==> src/rtl/svarog_lsu_pkg.sv <==
// Shared types and constants for the load/store-unit AHB master.
// Only word-sized AHB transfers are issued; sub-word access is handled in the lane logic.
package svarog_lsu_pkg;

   typedef enum logic [1:0] {
      SZ_BYTE = 2'b00,
      SZ_HALF = 2'b01,
      SZ_WORD = 2'b10
   } size_e;

   localparam logic [1:0] HTRANS_IDLE   = 2'b00;
   localparam logic [1:0] HTRANS_NONSEQ = 2'b10;
   localparam logic [2:0] HSIZE_WORD    = 3'b010;

   typedef enum logic [2:0] {
      IDLE   = 3'd0,
      RD     = 3'd1,
      WR     = 3'd2,
      RMW_RD = 3'd3,
      GAP    = 3'd4,
      RMW_WR = 3'd5,
      RESP   = 3'd6
   } lsu_state_e;

   // Misaligned half/word or the reserved size code; such requests never reach the bus.
   function automatic logic req_illegal(input logic [1:0] size, input logic [1:0] addr_lo);
      logic bad;
      case (size)
         SZ_BYTE: bad = 1'b0;
         SZ_HALF: bad = addr_lo[0];
         SZ_WORD: bad = (addr_lo != 2'b00);
         default: bad = 1'b1;
      endcase
      return bad;
   endfunction

endpackage

==> src/rtl/lsu_lane_align.sv <==
// Little-endian lane handling: extracts and extends load data from a bus word, and
// merges sub-word store data into a read word for the read-modify-write path.
module lsu_lane_align
   import svarog_lsu_pkg::*;
(
   input  logic [1:0]  addr_lo,
   input  logic [1:0]  size,
   input  logic        is_unsigned,
   input  logic [31:0] rword,
   input  logic [31:0] wdata,
   output logic [31:0] load_data,
   output logic [31:0] merged
);

   logic [7:0]  lane_byte;
   logic [15:0] lane_half;

   always_comb begin
      case (addr_lo)
         2'd0:    lane_byte = rword[7:0];
         2'd1:    lane_byte = rword[15:8];
         2'd2:    lane_byte = rword[23:16];
         default: lane_byte = rword[31:24];
      endcase
      lane_half = addr_lo[1] ? rword[31:16] : rword[15:0];
   end

   always_comb begin
      load_data = rword;
      merged    = wdata;
      case (size)
         SZ_BYTE: begin
            load_data = {{24{~is_unsigned & lane_byte[7]}}, lane_byte};
            merged    = rword;
            case (addr_lo)
               2'd0:    merged[7:0]   = wdata[7:0];
               2'd1:    merged[15:8]  = wdata[7:0];
               2'd2:    merged[23:16] = wdata[7:0];
               default: merged[31:24] = wdata[7:0];
            endcase
         end
         SZ_HALF: begin
            load_data = {{16{~is_unsigned & lane_half[15]}}, lane_half};
            merged    = rword;
            if (addr_lo[1]) merged[31:16] = wdata[15:0];
            else            merged[15:0]  = wdata[15:0];
         end
         default: begin
            load_data = rword;
            merged    = wdata;
         end
      endcase
   end

endmodule

==> src/rtl/lsu_ahb_master.sv <==
// Non-pipelined AHB master for CPU loads/stores; sub-word stores use read-modify-write
// because the data SRAM has a single write enable and no byte mask.
//
// state  | meaning
// IDLE   | waiting for req_i
// RD     | NONSEQ read for a load
// WR     | NONSEQ write for a word store
// RMW_RD | NONSEQ read of the word a sub-word store lands in
// GAP    | one bus-idle cycle between the RMW read and write
// RMW_WR | NONSEQ write of the merged word
// RESP   | done_o/err_o pulse back to the CPU
module lsu_ahb_master
   import svarog_lsu_pkg::*;
#(
   parameter int DATA_WIDTH     = 32,
   parameter int TIMEOUT_CYCLES = 64
)(
   input  logic                  hclk_i,
   input  logic                  hreset_i,
   input  logic                  req_i,
   input  logic                  we_i,
   input  logic [1:0]            size_i,
   input  logic                  unsigned_i,
   input  logic [31:0]           addr_i,
   input  logic [DATA_WIDTH-1:0] wdata_i,
   output logic [DATA_WIDTH-1:0] rdata_o,
   output logic                  done_o,
   output logic                  err_o,
   output logic                  busy_o,
   output logic [31:0]           haddr_o,
   output logic [1:0]            htrans_o,
   output logic                  hwrite_o,
   output logic [2:0]            hsize_o,
   output logic [DATA_WIDTH-1:0] hwdata_o,
   input  logic [DATA_WIDTH-1:0] hrdata_i,
   input  logic                  hready_i,
   input  logic                  hresp_i
);

   localparam int               CNT_W    = $clog2(TIMEOUT_CYCLES + 1);
   localparam logic [CNT_W-1:0] TMO_LAST = CNT_W'(TIMEOUT_CYCLES - 1);

   lsu_state_e            state, state_nxt;
   logic [CNT_W-1:0]      tmo_cnt, tmo_cnt_nxt;
   logic [1:0]            addr_lo_q, addr_lo_nxt;
   logic [1:0]            size_q, size_nxt;
   logic                  unsigned_q, unsigned_nxt;
   logic [DATA_WIDTH-1:0] wdata_q, wdata_nxt;
   logic [1:0]            htrans_nxt;
   logic                  hwrite_nxt;
   logic [31:0]           haddr_nxt;
   logic [DATA_WIDTH-1:0] hwdata_nxt, rdata_nxt;
   logic                  done_nxt, err_nxt;
   logic [DATA_WIDTH-1:0] load_word, merged_word;

   lsu_lane_align u_lane_align (
      .addr_lo     (addr_lo_q),
      .size        (size_q),
      .is_unsigned (unsigned_q),
      .rword       (hrdata_i),
      .wdata       (wdata_q),
      .load_data   (load_word),
      .merged      (merged_word)
   );

   assign hsize_o = HSIZE_WORD;
   assign busy_o  = (state != IDLE);

   always_ff @(posedge hclk_i or posedge hreset_i) begin
      if (hreset_i) begin
         state      <= IDLE;
         tmo_cnt    <= '0;
         addr_lo_q  <= '0;
         size_q     <= '0;
         unsigned_q <= 1'b0;
         wdata_q    <= '0;
         htrans_o   <= HTRANS_IDLE;
         hwrite_o   <= 1'b0;
         haddr_o    <= '0;
         hwdata_o   <= '0;
         rdata_o    <= '0;
         done_o     <= 1'b0;
         err_o      <= 1'b0;
      end else begin
         state      <= state_nxt;
         tmo_cnt    <= tmo_cnt_nxt;
         addr_lo_q  <= addr_lo_nxt;
         size_q     <= size_nxt;
         unsigned_q <= unsigned_nxt;
         wdata_q    <= wdata_nxt;
         htrans_o   <= htrans_nxt;
         hwrite_o   <= hwrite_nxt;
         haddr_o    <= haddr_nxt;
         hwdata_o   <= hwdata_nxt;
         rdata_o    <= rdata_nxt;
         done_o     <= done_nxt;
         err_o      <= err_nxt;
      end
   end

   always_comb begin
      state_nxt    = state;
      tmo_cnt_nxt  = tmo_cnt;
      addr_lo_nxt  = addr_lo_q;
      size_nxt     = size_q;
      unsigned_nxt = unsigned_q;
      wdata_nxt    = wdata_q;
      htrans_nxt   = htrans_o;
      hwrite_nxt   = hwrite_o;
      haddr_nxt    = haddr_o;
      hwdata_nxt   = hwdata_o;
      rdata_nxt    = rdata_o;
      done_nxt     = 1'b0;
      err_nxt      = 1'b0;

      case (state)
         IDLE: begin
            if (req_i) begin
               addr_lo_nxt  = addr_i[1:0];
               size_nxt     = size_i;
               unsigned_nxt = unsigned_i;
               wdata_nxt    = wdata_i;
               tmo_cnt_nxt  = '0;
               if (req_illegal(size_i, addr_i[1:0])) begin
                  state_nxt = RESP;
                  done_nxt  = 1'b1;
                  err_nxt   = 1'b1;
                  rdata_nxt = '0;
               end else begin
                  haddr_nxt  = {addr_i[31:2], 2'b00};
                  htrans_nxt = HTRANS_NONSEQ;
                  if (!we_i) begin
                     hwrite_nxt = 1'b0;
                     hwdata_nxt = '0;
                     state_nxt  = RD;
                  end else if (size_i == SZ_WORD) begin
                     hwrite_nxt = 1'b1;
                     hwdata_nxt = wdata_i;
                     state_nxt  = WR;
                  end else begin
                     hwrite_nxt = 1'b0;
                     hwdata_nxt = '0;
                     state_nxt  = RMW_RD;
                  end
               end
            end
         end
         RD, WR, RMW_RD, RMW_WR: begin
            if (hready_i) begin
               htrans_nxt  = HTRANS_IDLE;
               tmo_cnt_nxt = '0;
               if (hresp_i) begin
                  state_nxt = RESP;
                  done_nxt  = 1'b1;
                  err_nxt   = 1'b1;
                  rdata_nxt = '0;
               end else if (state == RMW_RD) begin
                  hwdata_nxt = merged_word;
                  state_nxt  = GAP;
               end else begin
                  state_nxt = RESP;
                  done_nxt  = 1'b1;
                  rdata_nxt = (state == RD) ? load_word : '0;
               end
            end else if (tmo_cnt == TMO_LAST) begin
               // Slave never answered: drop the transfer and report an error.
               htrans_nxt  = HTRANS_IDLE;
               tmo_cnt_nxt = tmo_cnt + 1'b1;
               state_nxt   = RESP;
               done_nxt    = 1'b1;
               err_nxt     = 1'b1;
               rdata_nxt   = '0;
            end else begin
               tmo_cnt_nxt = tmo_cnt + 1'b1;
            end
         end
         GAP: begin
            htrans_nxt  = HTRANS_NONSEQ;
            hwrite_nxt  = 1'b1;
            tmo_cnt_nxt = '0;
            state_nxt   = RMW_WR;
         end
         RESP: begin
            hwrite_nxt = 1'b0;
            state_nxt  = IDLE;
         end
         default: begin
            htrans_nxt = HTRANS_IDLE;
            state_nxt  = IDLE;
         end
      endcase
   end

endmodule

==> config.mk <==
export PLATFORM = sky130hd
export DESIGN_NAME = lsu_ahb_master
export DESIGN_NICKNAME = d
export VERILOG_FILES = /design/src/rtl/svarog_lsu_pkg.sv /design/src/rtl/lsu_lane_align.sv /design/src/rtl/lsu_ahb_master.sv
export SDC_FILE = /design/constraint.sdc
export NUM_CORES = 1
export LEC_CHECK = 0
export BUFFER_PORTS_ARGS = -buffer_cell sky130_fd_sc_hd__buf_4
export CAP_MARGIN = 10
export CORE_MARGIN = 4
export CORE_UTILIZATION = 25
export DETAILED_ROUTE_END_ITERATION = 12
export PLACE_DENSITY = 0.44
export SLEW_MARGIN = 20
export SYNTH_ARGS = -nofsm -noshare
export SYNTH_HDL_FRONTEND = slang
export SYNTH_SLANG_ARGS = --single-unit
==> constraint.sdc <==
create_clock -name hclk_i -period 15.36 [get_ports hclk_i]
set_clock_uncertainty 0.1 [all_clocks]
set_input_delay 3.072 -clock hclk_i [delete_from_list [all_inputs] [get_ports hclk_i]]
set_output_delay 3.072 -clock hclk_i [all_outputs]
set_load 0.1 [all_outputs]
# ---- Word-level counts from Yosys, hierarchy flattened
# Index checks and enable logic that the tools add are counted.
dict set report op_classes {
  add_sub_neg 1
  n_eq_ne 20
  muxes 61
  bitwise 5
  reduce_logical 19
}
# operator n
set ops {}
lappend ops {{32-bit 2-to-1 mux} 14}
lappend ops {{32-bit case mux with 2 select lines} 4}
lappend ops {{16-bit 2-to-1 mux} 3}
lappend ops {{8-bit 2-to-1 mux} 4}
lappend ops {{8-bit case mux with 3 select lines} 1}
lappend ops {{7-bit case mux with 3 select lines} 1}
lappend ops {{1-bit 2-to-1 mux} 15}
lappend ops {{2-bit 2-to-1 mux} 7}
lappend ops {{7-bit 2-to-1 mux} 2}
lappend ops {{3-bit 2-to-1 mux} 4}
lappend ops {{2-bit inequality test (second input constant)} 6}
lappend ops {{3-bit equality test (second input constant)} 3}
lappend ops {{3-bit case mux with 3 select lines} 1}
lappend ops {{3-bit nonzero test} 3}
lappend ops {{2-bit case mux with 4 select lines} 1}
lappend ops {{7-bit by 1-bit adder with 7-bit output (second input constant)} 1}
lappend ops {{7-bit by 6-bit equality test with 1-bit output (second input constant)} 1}
lappend ops {{2-bit by 1-bit equality test with 1-bit output (second input constant)} 3}
lappend ops {{3-bit by 2-bit equality test with 1-bit output (second input constant)} 2}
lappend ops {{2-bit logical NOT} 3}
lappend ops {{1-bit case mux with 3 select lines} 2}
lappend ops {{2-bit AND reduction} 3}
lappend ops {{3-bit AND reduction} 2}
lappend ops {{6-bit AND reduction} 1}
lappend ops {{other kinds (13)} 19}
dict set report totals {
  reg_bits 146
  inputBits 105
  output_inout_bits 105
}

# ---- Logic depth before layout (Yosys ltp)
# Gate-level depths: netlist of the first run.
dict set report logic_depth {
  ltp_word 9
  ltp_mapped 7
}

# ---- By module
# Synthesis of the first run repeated with hierarchy kept, for this count alone.
dict set report unflattened {
  hier_cells 669
  area_unflattened_um2 7943.9
}
# mod n_inst cells_per_inst area_per_inst_um2 seq_area_each_um2
set modules_own_cells {}
lappend modules_own_cells {lsu_ahb_master 1 418 6015.8 3628.5}
lappend modules_own_cells {lsu_lane_align 1 251 1928.1 0.0}

# ---- Worst setup path before layout of the first run
# No wires, ideal clock.
dict set report synth_timing {
  kind {input to register}
  from {input hresp_i}
  to {register rdata_o[16]}
  setup_ns 0.069
  arrival_time_ns 4.366
  required_time_ns 15.191
  slack_ns 10.825
  path_stages 5
  path_cell_list {nand3b_2 -> or3_1 -> nor4_4 -> buf_2 -> a221o_1}
}
dict set report synth_between {
  elab_chain_cells 3
  word_cells_on_any_way 5
  cone_classes {eq/ne: 1; mux: 3; reduce/logical: 1}
}
# item line_no
set synth_lines {}
lappend synth_lines {{start: declaration} lsu_ahb_master.sv:37} ;# input logic hresp_i
lappend synth_lines {{32-bit 2-to-1 mux} lsu_ahb_master.sv:152} ;# if (hresp_i) begin
lappend synth_lines {{32-bit 2-to-1 mux} lsu_ahb_master.sv:149} ;# if (hready_i) begin
lappend synth_lines {{32-bit case mux with 2 select lines} lsu_ahb_master.sv:116} ;# case (state)
lappend synth_lines {{end signal: assignment} lsu_ahb_master.sv:95} ;# rdata_o <= rdata_nxt;
lappend synth_lines {{end: declaration} lsu_ahb_master.sv:26} ;# output logic [DATA_WIDTH-1:0] rdata_o,
# Several ways; a longest one is shown, not always the timed one.
# A chain may end at the register's enable or synchronous reset.

# ---- Worst setup path after layout of the first run
dict set report layout_timing {
  from {register state[1]}
  to {output busy_o}
}
dict set report layout_between {
  elab_chain_cells 1
}
# item line_no
set layout_lines {}
lappend layout_lines {{start: declaration} lsu_ahb_master.sv:43} ;# lsu_state_e state, state_nxt;
lappend layout_lines {{start signal: assignment} lsu_ahb_master.sv:85} ;# state <= state_nxt;
lappend layout_lines {{3-bit nonzero test} lsu_ahb_master.sv:67} ;# assign busy_o = (state != IDLE);
lappend layout_lines {{end: declaration} lsu_ahb_master.sv:29} ;# output logic busy_o,
# No other way between the ends.

==> impl_metrics.csv, run 1 <==
group,metric,value,unit
layout,multi_input_area,3380,um^2
synthesis,synth_area_leaders,"dfrtp_1 50%, mux2_2 15%, nor2_1 3.0%",
worst_setup_path,path_max_fanout,15,
layout,nFillCells,2889,
drt,drt_iter0_markers,388,
sta,fin_crit_sh,32.1,%
layout,antenna_cells,0,
sta,rsz0062_at_grt,"false",
global_routing,overflow,0,
clock_network,cts_tree,"done",
synthesis,synth_top_area_cell,"dfrtp_1",
sta,whs,0.388,ns
clock_network,htreeDepth,4,
synthesis,synthArstFlopShare,100,%
sta,tightestPinTransition,0.879,ns
sta,relSlewSlack,40.9,%
synthesis,synth_cell_type_count,53,
synthesis,ys_seq_area_share,50.3,%
worst_setup_path,reg2reg_depth,3,
synthesis,synth_enable_flop_cells,0,
layout,regArea,3630,um^2
floorplanning,die_h,178,um
global_routing,grt_max_degree,83,
clock_network,cts.path.max_buffers,2,
placed_design,gp_congestion,0.787,
synthesis,synth_warnings,0,
floorplanning,core_area,28200,um^2
sta,layout_min_cycle_time,4.93,ns
floorplanning,die-area,31700,um^2
floorplanning,die_x,178,um
layout,layout-drive-gt1-share,43.6,%
drt,vias_per_cell,4.90,
worst_setup_path,worstSetupEndpointType,"output pin",
synthesis,ys.flop_type,"dfrtp_1",
layout,syn2layout_area_growth,34.8,%
clock_network,cts_inserted_buffers,17,
floorplanning,start_util,25.6,%
drt,first_pass_iters,7,
global_routing,antenna_found_initial,0,
synthesis,syn_avg_cell_area,11.5,um^2
synthesis,netlist_top_cells_count,"145 x dfrtp_1, 97 x mux2_2, 58 x nor2_1",
synthesis,synth_cells,630,
placed_design,place_inst,1173,
synthesis,syn_area,7220,um^2
clock_network,postCtsHoldBufs,0,
worst_setup_path,cp.arrival,1.76,ns
layout,fin_area,9730,um^2
placed_design,hpwl,18.7,mm
worst_setup_path,critical_path_required,12.19,ns
sta,setup_viol,0,
worst_hold_path,hold_path_class,"flip-flop to flip-flop",
sta,tns,0,ns
drt,drc,0,
worst_setup_path,crit_type,"flip-flop to output pin",
drt,wl,25.6,mm
drt,via_count,5895,
drt,wl_per_cell,21.3,um
placed_design,io_buffer_count,203,
sta,hold_viol_final,0,
floorplanning,rows,61,
placed_design,place_area,9090,um^2
sta,fmax,0.203,GHz
worst_setup_path,worst_setup_path_start_kind,"flip-flop",
global_routing,grt_usage,16.1,%
layout,instances_no_fill,1203,
drt,drtAntennaViolNets,0,
synthesis,ys_ff_latch,145,
layout,nets,920,
clock_network,cts-root-buf,"clkbuf_16",
clock_network,clk_latency,0.42,ns
floorplanning,io_pins,210,
clock_network,clk_pin_slew,0.06,ns
job,cap_violations,0,
global_routing,grt_first_pass_wirelength,38.7,mm
synthesis,yosysMostFrequentCell,"dfrtp_1",
clock_network,cts-resized-gates,0,
global_routing,grt_pass1_vias,6028,
synthesis,synth.top_cell.area_share,50.3,%
worst_hold_path,worstHoldPathCells,1,
run_status,status,"finished, final reports clean",
sta,slew_viol_final,0,
clock_network,cts.sinks,145,
clock_network,post_cts_buffers,0,
metrics by stage:
stage / utilization [%] / setup slack, ns
2_1_floorplan: - / 8.29
3_3_place_gp: 32.2 / 10.14
3_5_place_dp: 32.3 / 10.14
4_1_cts: 34.5 / 10.47
5_1_grt: 34.6 / 10.33
6_report: 34.6 / 10.43
routing by layer:
metal / share of wire [%] / track usage [%] / vias up / wire, um
met1: 47 / 23.4 / 2969 / 12100
met3: 4.6 / 2.68 / 17 / 1170
met2: 47 / 25.1 / 171 / 12100
met4: 1.1 / 4.06 / 0 / 284
met5: 0 / 0 / - / 0
li1: - / - / 2738 / -
logic make-up after synthesis:
group	Yosys count	share of synthesized area [%]
other	2	0.104
adder cells (fa/ha/maj)	1	0.173
AND/OR/NAND/NOR	119	7.61
AO/OA/AOI/OAI	192	19.0
flip-flops	145	50.3
buffers and inverters	55	3.66
multiplexers	116	19.2
area by class of cell:
| type | count | area share [%] |
|---|---|---|
| flip-flops and latches | 145 | 37.3 |
| multi-input cells | 434 | 34.7 |
| repair buffers | 209 | 16.3 |
| well taps | 378 | 4.86 |
| clock inverters | 11 | 1.93 |
| clock buffers | 19 | 4.55 |
| inverters | 7 | 0.321 |
state kept, by name, indices dropped and copies added, names as in the netlist:
name,count
addr_lo_q,2
size_q,2
rdata_o,32
hwdata_o,32
err_o,1
unsigned_q,1
done_o,1
htrans_o,1
haddr_o,30
tmo_cnt,7
hwrite_o,1
wdata_q,32
state,3
critical path: stages, from the launching register on:
cell,delay (ns)
dfrtp_1,0.70
nor2_1,0.20
nand2_1,0.14
buf_4,0.30
cells in the final DEF (no fill, tap or decap), types with 13 or more instances in the layout:
cell,instances
buf_4,208
dfrtp_1,145
mux2_2,97
nor2_1,56
a21oi_1,38
nand2_1,33
o21ai_0,20
o22ai_1,19
clkbuf_16,17
o2bb2ai_1,16
a221o_1,16
a31oi_1,13
worst paths after layout:
| check | start | endpoint | slack (ns) |
|---|---|---|---|
| worst max-delay path | state[1] | busy_o | 10.43 |
| worst min-delay path | tmo_cnt[5] | tmo_cnt[5] | 0.39 |
| worst max register to register | size_q[1] | rdata_o[31] | 12.28 |
| worst min register to register | tmo_cnt[5] | tmo_cnt[5] | 0.39 |
| max in group asynchronous | hreset_i | rdata_o[8] | 11.07 |
| min in group asynchronous | hreset_i | haddr_o[23] | 2.70 |
Power of run 1 is not shown: default switching activity piles up to over one toggle a cycle in this logic, so the estimate is an artifact.
==> run 2: changes to the inputs <==
--- a/config.mk
+++ b/config.mk
@@ -5,6 +5,7 @@
 export SDC_FILE = /design/constraint.sdc
 export NUM_CORES = 1
 export LEC_CHECK = 0
+export ABC_AREA = 1
 export BUFFER_PORTS_ARGS = -buffer_cell sky130_fd_sc_hd__buf_4
 export CAP_MARGIN = 10
 export CORE_MARGIN = 4
==> constraint.sdc (replaced) <==
create_clock -name hclk_i -period 4.79 [get_ports hclk_i]
set_clock_uncertainty 0.1 [all_clocks]
set_input_delay 0.958 -clock hclk_i [delete_from_list [all_inputs] [get_ports hclk_i]]
set_output_delay 0.958 -clock hclk_i [all_outputs]
set_load 0.1 [all_outputs]
==> impl_metrics.csv, run 2 <==
group,metric,value,unit
floorplanning,die_x,187,um
clock_network,cts.sinks,145,
worst_setup_path,critical_path_required,5.02,ns
worst_hold_path,hold_path_class,"flip-flop to flip-flop",
synthesis,synth_cell_type_count,34,
layout,syn2layout_area_growth,30.4,%
synthesis,syn_avg_cell_area,7.03,um^2
placed_design,hpwl,22.3,mm
pwr,power_per_cell_area,851,nW/um^2
sta,layout_min_cycle_time,2.85,ns
floorplanning,die-area,35000,um^2
worst_setup_path,path_max_fanout,27,
sta,post-route-worst-setup-slack,1.94,ns
worst_setup_path,reg2reg_slack,1.94,ns
worst_setup_path,crit_type,"flip-flop to flip-flop",
global_routing,antenna_found_initial,4,
sta,slew_viol_final,0,
drt,vias_per_cell,4.70,
clock_network,postCtsHoldBufs,0,
clock_network,clk_latency,0.43,ns
clock_network,cts.path.max_buffers,2,
worst_hold_path,min_from,"hwdata_o[20]",
worst_hold_path,worstHoldPathCells,2,
clock_network,cts-root-buf,"clkbuf_16",
layout,nets,1418,
worst_setup_path,r2r_start,"addr_lo_q[1]",
clock_network,clk_pin_slew,0.08,ns
clock_network,post_cts_buffers,0,
pwr,p_leak,5.60,nW
placed_design,gp_congestion,0.852,
placed_design,place_ws,1.95,ns
drt,first_pass_iters,5,
synthesis,synthArstFlopShare,100,%
synthesis,yosysMostFrequentCell,"nand2_1",
floorplanning,die_h,187,um
synthesis,ys_seq_area_share,45.2,%
drt,drtAntennaViolNets,0,
synthesis,synth_area_leaders,"dfrtp_1 45%, nand2_1 19%, nand3_1 9.0%",
sta,tightestPinTransition,0.950,ns
global_routing,grt_pass1_vias,7939,
synthesis,synth_cells,1142,
placed_design,io_buffer_count,203,
sta,fmax,0.351,GHz
clock_network,htreeDepth,4,
layout,final_common_cell,"nand2_1",
synthesis,synth_top_area_cell,"dfrtp_1",
synthesis,synth_enable_flop_cells,0,
drt,wl_per_cell,18.1,um
layout,layout-drive-gt1-share,20.2,%
synthesis,synth_warnings,0,
clock_network,cts-resized-gates,0,
sta,rsz0062_at_grt,"false",
sta,hold_viol_final,0,
synthesis,synth.top_cell.area_share,45.2,%
floorplanning,rows,65,
sta,setup_viol,0,
drt,drc,0,
worst_setup_path,worst_setup_path_start_kind,"flip-flop",
worst_setup_path,cp.arrival,3.07,ns
worst_setup_path,worstSetupEndpointType,"flip-flop",
layout,largestRegisters,"hwdata_o x32, rdata_o x32, wdata_q x32",
floorplanning,core_area,31600,um^2
global_routing,grt_max_degree,146,
sta,tns,0,ns
drt,wl,31.2,mm
synthesis,ys_ff_latch,145,
pwr,vdd_ir_drop_max,0.399,mV
clock_network,cts_inserted_buffers,17,
layout,layout_common_cells,"399 x nand2_1, 217 x buf_4, 145 x nand3_1, 145 x dfrtp_1, 110 x o21ai_0",
worst_hold_path,whs_endpoint,"hwdata_o[20]",
global_routing,grt_usage,17.5,%
worst_setup_path,reg2reg_depth,6,
sta,relSlewSlack,36.7,%
clock_network,cts_tree,"done",
floorplanning,start_util,25.4,%
sta,fin_crit_sh,59.5,%
floorplanning,io_pins,210,
global_routing,overflow,0,
synthesis,ys.flop_type,"dfrtp_1",
drt,drt_iter0_markers,644,
run_status,status,"finished, final reports clean",
worst_setup_path,timing.rr.end,"rdata_o[30]",
drt,via_count,8134,
synthesis,netlist_top_cells_count,"400 x nand2_1, 145 x dfrtp_1, 145 x nand3_1",
synthesis,syn_area,8030,um^2
job,cap_violations,0,
global_routing,grt_first_pass_wirelength,48.6,mm
[run 2: cell types whose count changed in the layout (fill, tap and decap cells not counted), sizes merged, moves of 16 or more]
| cell | change |
|---|---|
| a221o | -16 |
| inv | +96 |
| mux2 | -97 |
| nand2 | +370 |
| nand3 | +143 |
| o21ai | +89 |
| o2bb2ai | -16 |
[run 2: layout make-up]
| type | count | area, um^2 |
|---|---|---|
| multi-input combinational | 836 | 3720 |
| inverter | 94 | 357 |
| antenna | 2 | 5.00 |
| sequential | 145 | 3630 |
| timing repair buffer | 218 | 1650 |
| clock inverter | 15 | 176 |
| fill | 3493 | 21200 |
| clock buffer | 17 | 425 |
| tap | 402 | 503 |
[run 2: worst max-delay path by stage]
stage | from | to | cells after the start
after floorplan | hreset_i | addr_lo_q[0] | 1
after global placement | size_i[0] | haddr_o[20] | 10
after detailed placement | addr_lo_q[1] | rdata_o[30] | 6
after CTS | addr_lo_q[1] | rdata_o[30] | 6
after global routing | addr_lo_q[1] | rdata_o[26] | 6
final | addr_lo_q[1] | rdata_o[30] | 6
[run 2: cell families (layout without fill, tap and decap cells)]
group	after synthesis	count (layout)	synth area share, %
other	2	8	0.0936
adder cells (fa/ha/maj)	1	1	0.156
AND/OR/NAND/NOR	638	638	33.1
XOR/XNOR	2	2	0.218
AO/OA/AOI/OAI	189	189	12.5
buffers and inverters	165	344	8.73
flip-flops	145	145	45.2
[run 2: routing by layer]
metal	share of wire (%)	routed length [um]	track usage (%)	up-vias
li1	-	-	-	4010
met1	46	14400	24.7	3847
met2	45	14000	26.8	251
met3	8.0	2510	5.24	22
met4	0.99	308	3.67	4
met5	0.11	34	0	-
[run 2: stage by stage]
stage | hold WS [ns] | util, % | total power, mW | cell area, um^2 | instances
3_3_place_gp | 0.362 | 31.1 | 7.59 | 9850 | 1695
5_1_grt | 0.401 | 33.1 | 9.50 | 10500 | 1729
4_1_cts | 0.388 | 33.1 | 9.01 | 10500 | 1727
3_5_place_dp | 0.367 | 31.2 | 7.60 | 9860 | 1695
2_1_floorplan | 0.353 | - | 6.21 | 8050 | 1146
6_report | 0.383 | 33.1 | 8.91 | 10500 | 1729
[run 2: power by group]
| part | switching, mW | total [mW] | leakage, nW | internal, mW |
|---|---|---|---|---|
| Clock | 0.675 | 1.38 | 0.296 | 0.710 |
| Combinational | 4.27 | 5.45 | 3.45 | 1.18 |
| Sequential | 0.377 | 2.08 | 1.86 | 1.70 |
| Total | 5.32 | 8.91 | 5.60 | 3.59 |
[run 2: worst max-delay path, cell delays in order, from the launching register on]
cell	delay (ns)
dfrtp_1	0.96
nand2_1	0.67
o21a_1	0.40
nand4_4	0.14
nand2_2	0.25
nand2_1	0.13
nand2_1	0.07
Note: power is estimated with default switching activity, not from simulation.
